File: src/rtl/jk_seq_ctrl_pkg.sv
// Shared types for the jk_seq_ctrl excitation controller: FSM encoding and the
// JK excitation rules used to steer each flop toward its target value.
package jk_seq_ctrl_pkg;

  typedef enum logic [1:0] {
    ST_IDLE = 2'd0,
    ST_RUN  = 2'd1,
    ST_LOAD = 2'd2
  } state_t;

  // Don't-care entries resolve to 0, so J=K=1 (toggle) is never requested.
  function automatic logic excite_j(input logic q, input logic nxt);
    return ~q & nxt;
  endfunction

  function automatic logic excite_k(input logic q, input logic nxt);
    return q & ~nxt;
  endfunction

endpackage

File: src/rtl/jk_seq_ctrl_excite.sv
// One-bit JK excitation: present Q and target bit in, J/K drive out.
module jk_seq_ctrl_excite
  import jk_seq_ctrl_pkg::*;
(
  input  logic q,
  input  logic nxt,
  output logic j,
  output logic k
);

  assign j = excite_j(q, nxt);
  assign k = excite_k(q, nxt);

endmodule

File: src/rtl/jk_seq_ctrl.sv
// Excitation controller turning an external bank of W JK flops into a
// modulo-MOD up/down counter with a one-cycle parallel-load handshake.
module jk_seq_ctrl
  import jk_seq_ctrl_pkg::*;
#(
  parameter int W   = 4,
  parameter int MOD = 10
) (
  input  logic         clk,
  input  logic         clr,
  input  logic         en,
  input  logic         up,
  input  logic         ld_valid,
  input  logic [W-1:0] ld_data,
  output logic         ld_ready,
  output logic         ld_err,
  input  logic [W-1:0] q_in,
  output logic [W-1:0] j,
  output logic [W-1:0] k,
  output logic         tc,
  output logic         busy
);

  // The modulus may equal 2**W, so range tests against it need one extra bit.
  localparam logic [W:0]   MOD_X = (W + 1)'(MOD);
  localparam logic [W-1:0] MAX_V = W'(MOD - 1);

  state_t       state, state_nxt;
  logic [W-1:0] ld_reg;
  logic [W-1:0] nxt;
  logic         accept;
  logic         q_hi, q_over, ld_over;

  assign q_hi    = (q_in >= MAX_V);
  assign q_over  = ({1'b0, q_in} >= MOD_X);
  assign ld_over = ({1'b0, ld_data} >= MOD_X);

  assign busy     = (state == ST_LOAD);
  assign ld_ready = clr & ((state == ST_IDLE) | (state == ST_RUN));
  assign accept   = ld_valid & ld_ready;

  // NOTE: sequential state uses non-blocking assignments so every register
  // samples the pre-edge values of its peers, independent of block order.
  always_ff @(posedge clk or negedge clr) begin
    if (!clr) state <= ST_IDLE;
    else      state <= state_nxt;
  end

  // NOTE: every always_comb output gets a default first, so no path through
  // the case statement can leave it unassigned and infer a latch.
  always_comb begin
    state_nxt = ST_IDLE;
    case (state)
      ST_IDLE, ST_RUN: begin
        if (accept)  state_nxt = ST_LOAD;
        else if (en) state_nxt = ST_RUN;
        else         state_nxt = ST_IDLE;
      end
      ST_LOAD: state_nxt = en ? ST_RUN : ST_IDLE;
      default: state_nxt = ST_IDLE;
    endcase
  end

  // Target value the bank should hold after the next edge.
  always_comb begin
    nxt = q_in;
    case (state)
      ST_RUN: begin
        if (up) nxt = q_hi ? '0 : q_in + W'(1);
        else    nxt = ((q_in == '0) || q_over) ? MAX_V : q_in - W'(1);
      end
      ST_LOAD: nxt = ld_reg;
      default: nxt = q_in;
    endcase
  end

  always_ff @(posedge clk or negedge clr) begin
    if (!clr) begin
      ld_reg <= '0;
      ld_err <= 1'b0;
      tc     <= 1'b0;
    end else begin
      ld_err <= accept & ld_over;
      tc     <= (state == ST_RUN) & (up ? (q_in == MAX_V) : (q_in == '0));
      if (accept) ld_reg <= ld_over ? MAX_V : ld_data;
    end
  end

  for (genvar i = 0; i < W; i++) begin : g_bit
    jk_seq_ctrl_excite u_excite (
      .q   (q_in[i]),
      .nxt (nxt[i]),
      .j   (j[i]),
      .k   (k[i])
    );
  end

endmodule

File: config.mk
export PLATFORM = sky130hd
export DESIGN_NAME = jk_seq_ctrl
export DESIGN_NICKNAME = d
export VERILOG_FILES = /design/src/rtl/jk_seq_ctrl_pkg.sv /design/src/rtl/jk_seq_ctrl_excite.sv /design/src/rtl/jk_seq_ctrl.sv
export SDC_FILE = /design/constraint.sdc
export NUM_CORES = 1
export LEC_CHECK = 0
export CORE_MARGIN = 4
export CORE_UTILIZATION = 30
export CTS_BUF_LIST = sky130_fd_sc_hd__clkbuf_4
export DETAILED_ROUTE_END_ITERATION = 6
export PLACE_DENSITY = 0.66
export SYNTH_ARGS = -nofsm -noshare
export SYNTH_HDL_FRONTEND = slang
export SYNTH_SLANG_ARGS = --single-unit
File: constraint.sdc
create_clock -name clk -period 3.39 [get_ports clk]
set_input_delay 0.678 -clock clk [delete_from_list [all_inputs] [get_ports clk]]
set_output_delay 0.678 -clock clk [all_outputs]
set_load 0.1 [all_outputs]
==> run_results.csv, run 1 <==
group,metric,value,unit
detailed_routing,firstDrtPassIters,4,
die,initial_core_util,0.311,
cells_and_area,nFillCells,236,
clocking,clk_latency,0.25,ns
worst_setup_path,crit_chain,"clkdlybuf4s50_1 -> inv_2 -> buf_4 -> ha_2 -> nand2b_4 -> o311ai_4 -> o311ai_4 -> a211oi_2 -> buf_4 -> buf_12",
yosys,yosysWarnings,0,
die,die-area,3420,sq um
run_status,status,"finished clean",
sta,setup_violations,0,
placed_design,dpl_worst_slack,-0.0785,ns
power,ir_worst_vdd,224,uV
worst_setup_path,worst_setup_path_start_kind,"primary input",
yosys,postSynthAreaPerCell,8.59,sq um
cells_and_area,nets,140,
job,maxCapViolCount,0,
detailed_routing,drc,0,
die,die_w,58.5,um
die,ios,25,
placed_design,dp_hpwl,1.46,mm
global_routing,track_usage,0.108,
clocking,cts_tree,"yes",
sta,relSlewSlack,0.353,
cells_and_area,area_delta_synth_final,62.2,%
sta,hold_viol,0,
global_routing,antenna_found_initial,0,
worst_setup_path,slowest_delay,0.46,ns
detailed_routing,first_iter_violations,20,
die,rows,18,
yosys,syn_area,764,sq um
worst_setup_path,crit_arrival,2.66,ns
sta,fin_crit,3.33,ns
clocking,clk_pin_slew,0.05,ns
global_routing,grt_pass1_wl,2.95,mm
cells_and_area,largest_reg_flops,4,
worst_setup_path,end_kind,"output port",
worst_setup_path,slowest_stage,"clkdlybuf4s50_1",
sta,fin_ws,0.0554,ns
detailed_routing,wl_per_cell,13.0,um
clocking,cts_buffer_depth,2,
cells_and_area,drive_above_1_share,0.353,
sta,max_slew.worst_pin.slew,0.967,ns
detailed_routing,num_vias,737,
cells_and_area,diodes,0,
die,fp.coreArea,2450,sq um
detailed_routing,antenna_left,0,
worst_setup_path,critPathMaxFanout,3,
yosys,ys_ff_latch,8,
die,die_h,58.5,um
clocking,cts_setup_buffers,0,
power,p_leak,0.538,nW
cells_and_area,fin_util,0.505,
clocking,numCtsBuffers,3,
yosys,ys_types,34,
yosys,syn-instance-count,89,
power,powerDensity,396,nW/um^2
yosys,seq_area_frac_synth,0.262,
detailed_routing,routed_wl,1.91,mm
worst_setup_path,cp.required,2.71,ns
clocking,htreeDepth,1,
global_routing,overflow,0,
cells_and_area,final_cell_area,1240,sq um
detailed_routing,viasPerCell,5.05,
yosys,synth_fp_nets,111,
placed_design,routabilityCongestion,0.778,
placed_design,placed_area,1140,sq um
sta,fmax,300,MHz
sta,finalCritPeriodShare,0.984,
clocking,ctsRootBufferMaster,"clkbuf_4",
clocking,cts.sinks,8,
global_routing,grt_start_max_net_pins,11,
worst_setup_path,critPathKind,"in -> out",
hold_path,holdCritPathClass,"reg -> reg",
placed_design,portBuffers,24,
placed_design,dp.cells,143,
sta,skew,0.000251,ns
global_routing,grt_pass1_vias,728,
sta,slew_violations,0,
cells_and_area,finalNonFillerCells,146,
cells in the final DEF (no fill, tap or decap), drive strengths merged, types with 2 or more instances in the layout:
cell / instances
buf: 22
clkdlybuf4s50: 12
ha: 9
dfrtp: 8
inv: 8
nand2: 7
nor3b: 4
a21oi: 3
o21ai: 3
clkbuf: 3
a211oi: 3
nand2b: 3
nor2: 2
and3: 2
a31oi: 2
nand3b: 2
xnor2: 2
and4: 2
o311ai: 2
or2: 2
o31ai: 2
nor3: 2
Yosys cell counts:
library cell,number,area (sq um)
mux2_2,1,11.3
nor4b_1,1,8.76
nor3_1,2,10.0
a21oi_1,3,15.0
o211a_1,1,10.0
o31a_1,1,8.76
nand2_1,7,26.3
nand4b_1,1,8.76
nor4_1,1,6.26
a211oi_1,3,22.5
and4_1,2,17.5
dfrtp_1,8,200
buf_2,2,10.0
o21a_1,1,7.51
o311ai_0,1,8.76
and3_1,2,12.5
xnor2_1,2,17.5
nor2_1,2,7.51
clkbuf_1,1,3.75
or2_2,1,6.26
or2_1,1,6.26
o31ai_1,2,15.0
o311ai_1,1,8.76
a31oi_1,2,12.5
nor3b_1,4,30.0
nand3_1,1,5.00
o21ai_0,3,15.0
a21o_1,1,7.51
nand3b_1,2,15.0
inv_1,8,30.0
o2111ai_1,1,8.76
ha_1,9,113
nand2b_1,3,18.8
buf_4,8,60.1
routing by layer:
layer / global-route usage / vias to the layer above / routed length (um)
met4: 0.0464 / 0 / 17
met2: 0.187 / 25 / 956
met5: 0 / - / 0
met1: 0.130 / 343 / 825
met3: 0.0197 / 3 / 107
li1: - / 366 / -
logic make-up (layout without fill, tap and decap cells):
kind of cell,Yosys count,count (layout),synth area share
AOI/OAI and AO/OA,20,20,0.183
adders and majority gates,9,9,0.147
muxes,1,1,0.0147
xor gates and xnor gates,2,2,0.0229
buffers and inverters,19,46,0.136
and+or+nand+nor,30,30,0.234
DFF,8,8,0.262
report_power, final:
| group | total [mW] | leakage [nW] | internal [mW] | switching, mW |
|---|---|---|---|---|
| logic | 0.299 | 0.420 | 0.114 | 0.185 |
| registers | 0.121 | 0.104 | 0.112 | 0.00933 |
| clock network | 0.0712 | 0.0138 | 0.0404 | 0.0308 |
| total | 0.492 | 0.538 | 0.266 | 0.225 |
area by class of cell:
cell class	count	area (sq um)	share of cell area
Timing Repair Buffer	35	410	0.331
Clock buffer	3	22.5	0.0182
Sequential cell	8	200	0.161
Tap cell	30	37.5	0.0303
Inverter	8	30.0	0.0242
Multi-Input combinational cell	62	539	0.435
worst max-delay path, delay by kind of cell:
kind	cells	cell delay, ns
adders and majority gates	1	0.22
and+or+nand+nor	1	0.08
AOI/OAI and AO/OA	3	0.72
buffers and inverters	5	0.96
through the flow:
step	total power, mW	hold WS [ns]	TNS [ns]
floorplan	0.312	0.382	0
global placement	0.400	0.467	-0.0383
detailed placement	0.404	0.475	-0.116
CTS	0.478	0.487	0
global route	0.516	0.495	-0.0501
finish	0.492	0.489	0
worst paths after layout:
check                      slack, ns                   from  depth (start not counted)                    end
hold reg to reg                 0.49  ld_reg[1]$_DFFE_PN0P_                          2  ld_reg[1]$_DFFE_PN0P_
hold / removal                  0.49  ld_reg[1]$_DFFE_PN0P_                          2  ld_reg[1]$_DFFE_PN0P_
setup reg to reg                1.62     state[1]$_DFF_PN0_                          5  ld_reg[3]$_DFFE_PN0P_
min in group asynchronous       0.71                    clr                          1     state[1]$_DFF_PN0_
setup / recovery                0.06                q_in[1]                         10                   j[3]
max in group asynchronous       2.40                    clr                          1  ld_reg[2]$_DFFE_PN0P_
what timing repair did:
item	CTS	global route
hold buffers	0	0
setup endpoints to repair	2	7
resized for setup	2	16
pin swaps	2	6
endpoints found under the hold margin	0	0
Note: power is estimated with default switching activity, not from simulation.
==> run 2, diff against run 1 <==
--- a/config.mk
+++ b/config.mk
@@ -5,11 +5,14 @@
 export SDC_FILE = /design/constraint.sdc
 export NUM_CORES = 1
 export LEC_CHECK = 0
+export CELL_PAD_IN_SITES_DETAIL_PLACEMENT = 1
+export CELL_PAD_IN_SITES_GLOBAL_PLACEMENT = 2
 export CORE_MARGIN = 4
-export CORE_UTILIZATION = 30
+export CORE_UTILIZATION = 29
 export CTS_BUF_LIST = sky130_fd_sc_hd__clkbuf_4
 export DETAILED_ROUTE_END_ITERATION = 6
-export PLACE_DENSITY = 0.66
+export GPL_TIMING_DRIVEN = 0
+export PLACE_DENSITY = 0.95
 export SYNTH_ARGS = -nofsm -noshare
 export SYNTH_HDL_FRONTEND = slang
 export SYNTH_SLANG_ARGS = --single-unit
==> run_results.csv, run 2 (synthesis results as in run 1) <==
group,metric,value,unit
sta,hold_viol,0,
cells_and_area,layout_common_cells,"12 x clkdlybuf4s50_1, 9 x ha_1, 9 x buf_4, 8 x inv_1, 8 x dfrtp_1",
worst_setup_path,worst_setup_path_start_kind,"primary input",
global_routing,overflow,0,
sta,setup_violations,2,
die,die_w,59.3,um
cells_and_area,final_common_cell,"clkdlybuf4s50_1",
clocking,cts_buffer_depth,2,
worst_setup_path,crit_arrival,2.75,ns
sta,finalCritPeriodShare,1.01,
sta,fmax,292,MHz
power,internal_power,0.233,mW
global_routing,track_usage,0.124,
clocking,cts.sinks,8,
global_routing,grt_pass1_wl,3.36,mm
hold_path,holdCritPathClass,"reg -> reg",
clocking,clk_pin_slew,0.05,ns
worst_setup_path,reg2reg_slack,1.55,ns
power,swShare,0.479,
worst_setup_path,critPathMaxFanout,7,
worst_setup_path,end_kind,"output port",
die,die_h,59.3,um
detailed_routing,firstDrtPassIters,4,
global_routing,grt_pass1_vias,744,
cells_and_area,nFillCells,307,
die,initial_core_util,0.306,
cells_and_area,area_delta_synth_final,39.0,%
power,p_comb_frac,0.568,
power,seq_power_share,0.273,
global_routing,grt_start_max_net_pins,11,
clocking,ctsRootBufferMaster,"clkbuf_4",
placed_design,routabilityCongestion,0.724,
clocking,clk_latency,0.25,ns
cells_and_area,diodes,0,
power,ir_worst_vdd,219,uV
power,powerDensity,421,nW/um^2
clocking,cts_setup_buffers,0,
detailed_routing,wl_per_cell,14.1,um
detailed_routing,first_iter_violations,8,
placed_design,placed_area,1030,sq um
sta,fin_ws,-0.0404,ns
power,p_leak,0.481,nW
sta,max_slew.worst_pin.slew,0.980,ns
cells_and_area,final_cell_area,1060,sq um
clocking,htreeDepth,1,
global_routing,antenna_found_initial,0,
die,fp.coreArea,2500,sq um
die,rows,18,
clocking,cts_tree,"yes",
power,finalPower,0.447,mW
detailed_routing,antenna_left,0,
placed_design,dpl_worst_slack,-1.30,ns
clocking,numCtsBuffers,3,
run_status,violations,"setup timing",
die,die-area,3520,sq um
sta,fin_crit,3.43,ns
detailed_routing,viasPerCell,5.12,
sta,relSlewSlack,0.345,
detailed_routing,routed_wl,2.05,mm
worst_setup_path,cp.required,2.71,ns
sta,whs,0.483,ns
die,ios,25,
sta,fin_setup_tns,-0.0671,ns
power,power_frac_clock,0.159,
detailed_routing,num_vias,743,
power,power.switching,0.214,mW
placed_design,dp_hpwl,1.61,mm
sta,skew,0.00254,ns
cells_and_area,drive_above_1_share,0.235,
placed_design,portBuffers,23,
run_status,status,"finished, violations left",
detailed_routing,drc,0,
cells_and_area,largest_reg_flops,4,
sta,slew_violations,0,
job,maxCapViolCount,0,
sta,rsz0062_at_grt,"yes",
cells_and_area,nets,139,
worst_setup_path,critPathKind,"in -> out",
run 2: cell count changes in the layout (fill, tap and decap cells not counted), moves of 3 or more:
cell	previous run	this run
buf_12	9	0
buf_2	0	4
buf_4	13	9
buf_6	0	3
run 2: path summary, 6_finish.rpt:
path                       depth (start not counted)                    end                  start
setup / recovery                                   9                   j[2]                q_in[0]
hold / removal                                     2  ld_reg[1]$_DFFE_PN0P_  ld_reg[1]$_DFFE_PN0P_
setup reg to reg                                   6  ld_reg[3]$_DFFE_PN0P_     state[1]$_DFF_PN0_
hold reg to reg                                    2  ld_reg[1]$_DFFE_PN0P_  ld_reg[1]$_DFFE_PN0P_
max in group asynchronous                          1     state[1]$_DFF_PN0_                    clr
min in group asynchronous                          1  ld_reg[2]$_DFFE_PN0P_                    clr
run 2: per-stage QoR:
step,util,std cells
global route,0.425,145
floorplan,-,89
finish,0.425,145
global placement,0.413,142
detailed placement,0.413,142
CTS,0.420,145
run 2: power by group through the flow:
| stage | registers [mW] | logic (mW) | clock network [mW] |
|---|---|---|---|
| finish | 0.122 | 0.254 | 0.0711 |
| detailed placement | 0.124 | 0.254 | 0 |
| global route | 0.124 | 0.273 | 0.0813 |
| CTS | 0.122 | 0.251 | 0.0769 |
| global placement | 0.122 | 0.250 | 0 |
| floorplan | 0.126 | 0.186 | 0 |
run 2: area by class of cell:
cell class / count / area (sq um) / share of cell area
inverter: 8 / 30.0 / 0.0283
buffer: 11 / 73.8 / 0.0695
timing repair buffer: 23 / 225 / 0.212
sequential: 8 / 200 / 0.188
tap: 30 / 37.5 / 0.0353
multi-input combinational: 62 / 473 / 0.445
clock buffer: 3 / 22.5 / 0.0212
run 2: per-layer routing:
metal | vias to the layer above | GRT usage | share of wire
met5 | - | 0 | 0
met4 | 0 | 0.0518 | 0.021
met3 | 4 | 0.0240 | 0.055
met2 | 22 | 0.215 | 0.50
met1 | 356 | 0.149 | 0.43
li1 | 361 | - | -
run 2: what timing repair did:
item,4_1_cts,5_1_grt
gates resized for setup,49,13
setup endpoints to repair,9,8
pin swaps,0,1
hold endpoints to repair,0,0
hold buffers,0,0
run 2: critical path, stage by stage:
cell and delay, ns:
clkdlybuf4s15_2 0.26, inv_1 0.10, ha_1 0.20, o31a_1 0.30, nor4_1 0.45, o31ai_2 0.13
a211oi_1 0.27, buf_4 0.15, buf_6 0.21
==> run 3, diff against run 2 <==
--- a/config.mk
+++ b/config.mk
@@ -8,11 +8,12 @@
 export CELL_PAD_IN_SITES_DETAIL_PLACEMENT = 1
 export CELL_PAD_IN_SITES_GLOBAL_PLACEMENT = 2
 export CORE_MARGIN = 4
-export CORE_UTILIZATION = 29
+export CORE_UTILIZATION = 28
 export CTS_BUF_LIST = sky130_fd_sc_hd__clkbuf_4
 export DETAILED_ROUTE_END_ITERATION = 6
 export GPL_TIMING_DRIVEN = 0
 export PLACE_DENSITY = 0.95
 export SYNTH_ARGS = -nofsm -noshare
 export SYNTH_HDL_FRONTEND = slang
+export SYNTH_HIERARCHICAL = 1
 export SYNTH_SLANG_ARGS = --single-unit
==> run_results.csv, run 3 <==
group,metric,value,unit
placed_design,routabilityCongestion,0.708,
cells_and_area,area_delta_synth_final,40.8,%
global_routing,grt_start_max_net_pins,11,
placed_design,portBuffers,23,
global_routing,overflow,0,
clocking,cts_tree,"yes",
yosys,postSynthAreaPerCell,8.51,sq um
worst_setup_path,end_kind,"output port",
clocking,htreeDepth,1,
die,die_w,60.0,um
die,fp.coreArea,2520,sq um
detailed_routing,drc,0,
power,finalPower,0.494,mW
clocking,clk_pin_slew,0.05,ns
global_routing,grt_pass1_vias,754,
yosys,synth_fp_nets,111,
global_routing,track_usage,0.117,
cells_and_area,fin_util,0.423,
sta,fmax,310,MHz
clocking,cts_buffer_depth,2,
power,internal_power,0.246,mW
clocking,clk_latency,0.25,ns
sta,hold_viol,0,
die,die_h,60.0,um
yosys,syn_area,757,sq um
worst_setup_path,crit_arrival,2.55,ns
yosys,synth_edf_count,0,
worst_setup_path,critPathKind,"in -> out",
yosys,ys_types,28,
yosys,synthTopCellsByArea,"dfrtp_1 26%, ha_1 15%, nand2_1 5.0%, and2b_2 4.6%, buf_6 4.5%",
detailed_routing,antenna_left,0,
hold_path,min_from,"ld_reg[2]$_DFFE_PN0P_",
sta,relSlewSlack,0.347,
yosys,seq_area_frac_synth,0.264,
yosys,yosysWarnings,6,
cells_and_area,nets,139,
worst_setup_path,cp.required,2.71,ns
yosys,synth_top_area_share,0.264,
yosys,yosysMostFrequentCell,"nand2_1",
detailed_routing,num_vias,703,
sta,setup_violations,0,
cells_and_area,drive_above_1_share,0.278,
detailed_routing,firstDrtPassIters,2,
yosys,syn-instance-count,89,
power,power.switching,0.248,mW
clocking,cts_setup_buffers,0,
job,maxCapViolCount,0,
sta,fin_setup_tns,0,ns
worst_setup_path,critPathMaxFanout,9,
die,ios,25,
sta,finalCritPeriodShare,0.951,
clocking,cts.sinks,8,
yosys,ys_ff_latch,8,
worst_setup_path,worstSetupStartpoint,"q_in[1]",
sta,fin_crit,3.23,ns
detailed_routing,first_iter_violations,8,
sta,rsz0062_at_grt,"no",
detailed_routing,wl_per_cell,13.1,um
cells_and_area,largest_reg_flops,4,
hold_path,holdCritPathClass,"reg -> reg",
detailed_routing,viasPerCell,4.85,
sta,max_slew.worst_pin.slew,0.976,ns
die,rows,18,
yosys,synth_ff_type,"dfrtp_1",
sta,whs,0.490,ns
clocking,ctsRootBufferMaster,"clkbuf_4",
cells_and_area,diodes,0,
worst_setup_path,worst_setup_path_start_kind,"primary input",
placed_design,placed_area,1030,sq um
die,initial_core_util,0.300,
yosys,yosys.area.top_type,"dfrtp_1",
cells_and_area,nFillCells,302,
power,seq_power_share,0.242,
run_status,status,"finished clean",
power,powerDensity,464,nW/um^2
clocking,cts_hold_buf,0,
cells_and_area,final_cell_area,1070,sq um
power,p_leak,0.504,nW
placed_design,dp_hpwl,1.59,mm
global_routing,antenna_found_initial,0,
power,p_comb_frac,0.618,
yosys,synth_commonest_cells,"10 x nand2_1, 9 x ha_1, 8 x dfrtp_1, 8 x inv_1, 6 x o21ai_0",
cells_and_area,layout_common_cells,"10 x nand2_1, 10 x clkdlybuf4s50_1, 9 x ha_1, 8 x dfrtp_1",
yosys,async_reset_ff_frac,1.00,
sta,slew_violations,0,
clocking,numCtsBuffers,3,
die,die-area,3600,sq um
power,swShare,0.502,
power,ir_worst_vdd,243,uV
sta,skew,0.00297,ns
power,power_frac_clock,0.140,
detailed_routing,routed_wl,1.90,mm
worst_setup_path,rr_startpoint,"state[1]$_DFF_PN0_",
global_routing,grt_pass1_wl,3.22,mm
[run 3: repair_timing]
item	4_1_cts	5_1_grt
pin swaps	0	2
resized for setup	56	10
endpoints found under the setup margin	9	8
[run 3: worst paths after layout]
| kind | cells past startpoint | to | slack (ns) |
|---|---|---|---|
| worst min-delay path | 2 | ld_reg[2]$_DFFE_PN0P_ | 0.49 |
| max in group asynchronous | 1 | ld_reg[1]$_DFFE_PN0P_ | 2.39 |
| min in group asynchronous | 1 | ld_reg[0]$_DFFE_PN0P_ | 0.72 |
| worst min register to register | 2 | ld_reg[2]$_DFFE_PN0P_ | 0.49 |
| worst max register to register | 5 | ld_reg[3]$_DFFE_PN0P_ | 1.82 |
| worst max-delay path | 9 | k[0] | 0.16 |
[run 3: kinds of logic (layout without fill, tap and decap cells)]
logic type / count (synthesis) / count (layout) / synth area share
compound gates: 23 / 23 / 0.200
fa+ha+maj: 9 / 9 / 0.149
buf+inv: 12 / 38 / 0.0909
flops: 8 / 8 / 0.264
mux: 2 / 2 / 0.0281
simple gates: 35 / 35 / 0.268
[run 3: metal layers]
layer  wire (um)  part of all wire  GRT usage  vias to the layer above
li1            -                 -          -                      364
met1         792              0.42      0.129                      317
met2         972              0.51      0.219                       20
met3         125             0.066     0.0281                        2
met4          12            0.0063     0.0285                        0
met5           0                 0          0                        -
[run 3: stage by stage]
step	worst slack (ns)	cells
detailed placement	-1.18	142
floorplan	0.165	89
CTS	0.00998	145
finish	0.165	145
global placement	-1.14	142
global route	0.0219	145
[run 3: critical path: stages]
cell             delay, ns
clkdlybuf4s15_2       0.26
inv_2                 0.12
ha_1                  0.18
or3b_1                0.38
a21oi_2               0.18
o21ai_0               0.10
a31oi_1               0.22
and2b_2               0.24
buf_6                 0.18
[run 3: area by class of cell]
type / count / area, sq um / area share
multi-input cells: 69 / 512 / 0.480
repair buffers: 23 / 225 / 0.211
flip-flops and latches: 8 / 200 / 0.188
plain buffers: 4 / 38.8 / 0.0364
well taps: 30 / 37.5 / 0.0352
inverters: 8 / 30.0 / 0.0282
clock buffers: 3 / 22.5 / 0.0211
[run 3: power by group through the flow]
stage                     logic, mW  registers [mW]  clock network (mW)
after global routing          0.327           0.122              0.0777
final                         0.305           0.120              0.0690
after global placement        0.297           0.120                   0
after floorplan               0.224           0.124                   0
after CTS                     0.301           0.120              0.0731
after detailed placement      0.303           0.122                   0
==> RTL edit 1, RTL diff (flow settings as in run 1) <==
The parameter `W` goes from 4 to 3.
--- a/src/rtl/jk_seq_ctrl.sv
+++ b/src/rtl/jk_seq_ctrl.sv
@@ -3,7 +3,7 @@
 module jk_seq_ctrl
   import jk_seq_ctrl_pkg::*;
 #(
-  parameter int W   = 4,
+  parameter int W   = 3,
   parameter int MOD = 10
 ) (
   input  logic         clk,
Interface: changed (resized j, k, ld_data and q_in); port bits go from 25 to 21. No check against the original RTL was run, so the function may have changed too.
==> RTL edit 1 against run 1 <==
- setup slack improved by 80 ps
- critical path type unchanged
- design area shrank 29%
- sequential cell count fell by 2
- power down 23%
- highest routed layer is now met3
- clock skew up 0.59 ps
- routed wire length fell by 36%
- largest cell class unchanged
- critical endpoint is now j[0]
- area after synthesis shrank 23%
- synthesized cell count decreased by 30%
==> RTL edit 1: results (changes against run 1) <==
** Global routing
- The met1 track demand over resource in global routing was 12.07% (-0.92 points).
- Pin count of the biggest net entering global routing :: 9 (-2)
- The via count of the first global-routing pass was 527 (-28%).
- The total routing usage reported by global routing was 9.905% (-0.89 points).

** Worst setup path
- Worst reg2reg endpoint :: ld_reg[2]
- Worst-case reg-to-reg path depth :: 4 (-1)
- Highest cell delay on the worst timing path :: 480 ps (+20 ps)
- The slack of the worst reg-to-reg path was 1820 ps (+200 ps).
- Arrival @ worst endpoint :: 2580 ps (-80 ps)
- Worst reg2reg path startpoint :: state[0]
- Slowest cell on the critical path :: sky130_fd_sc_hd__or4_4

** Synth
- Leading cell types by total area after synthesis :: sky130_fd_sc_hd__dfrtp_1, sky130_fd_sc_hd__ha_1, sky130_fd_sc_hd__buf_4
- Mapped Nets :: 81 (-27%)
- The mean instance size in the synthesized netlist was 9.485 µm² (+10%).
- The number of different library cells in the post-synthesis netlist came to 28 (-18%).

** Cells and area
- The layout filler cell count came to 177 (-25%).
- The final standard cell count with taps included and fillers excluded came to 106 (-27%).

** Power
- The net switching power of the design came to 172.5 µW (-23%).
- The relative contribution of combinational cells to total power came to 58.5% (-2.3 points).
- The highest ir drop seen on vdd was 0.2499 mV (+12%).

** STA
- The maximum clock skew at final layout was 0.8436 ps (+0.5927 ps).
- Final Hold Slack :: 504.9 ps (+16.35 ps)

** Outcome
- Result of the run :: complete, no violations

** Worst hold path
- The hold-critical path depth is 1 (-1).
- Worst Hold End :: ld_reg[0]

** Detailed routing
- Top Metal Used :: met3
- The mean number of vias per cell is 4.764 (-5.6%).
- The wire length on met2 was 606 µm (-37%).
- The total met3 wirelength after detailed routing is 84 µm (-21%).
- The detailed router's first-iteration violation count came to 6 (-70%).

** Placement
- Gpl congestion :: 0.8010 (+3.0%)
- The total placed cells including tap cells was 103 (-28%).
- Count of buffers from port buffering :: 19 (-21%)
- Post-Place Worst Slack :: 21.93 ps (+100.4 ps)

** CTS
- The post-cts gate resize count is 0 (-2).
- Insertion delay to the later sink of the worst-skew pair :: 230 ps (-20 ps)
## RTL edit 1: kinds of logic (layout without fill, tap and decap cells)
group / after synthesis / after routing / share of synthesized area, %
buffers and inverters: 15 / 34 / 14.04
muxes: 5 / 5 / 9.149
AOI/OAI and AO/OA: 13 / 13 / 19.79
DFF: 6 / 6 / 25.53
and+or+nand+nor: 14 / 14 / 13.83
other: 1 / 1 / 0.6377
adders and majority gates: 8 / 8 / 17.02
## RTL edit 1: worst max-delay path by stage
stage	from	endpoint	cells after the start
floorplan	q_in[1]	j[0]	6
global route	q_in[0]	j[2]	8
global placement	q_in[1]	j[0]	8
detailed placement	q_in[1]	j[0]	8
CTS	q_in[1]	j[0]	8
finish	q_in[0]	j[0]	7
## RTL edit 1: area by class of cell
type                       instances  area, µm²  share of cell area, %
sequential                         6      150.1                  17.14
multi-input combinational         41      362.8                  41.43
inverter                           7      26.28                  3.000
tap                               25      31.28                  3.571
timing repair buffer              24      282.8                  32.29
clock buffer                       3      22.52                  2.571
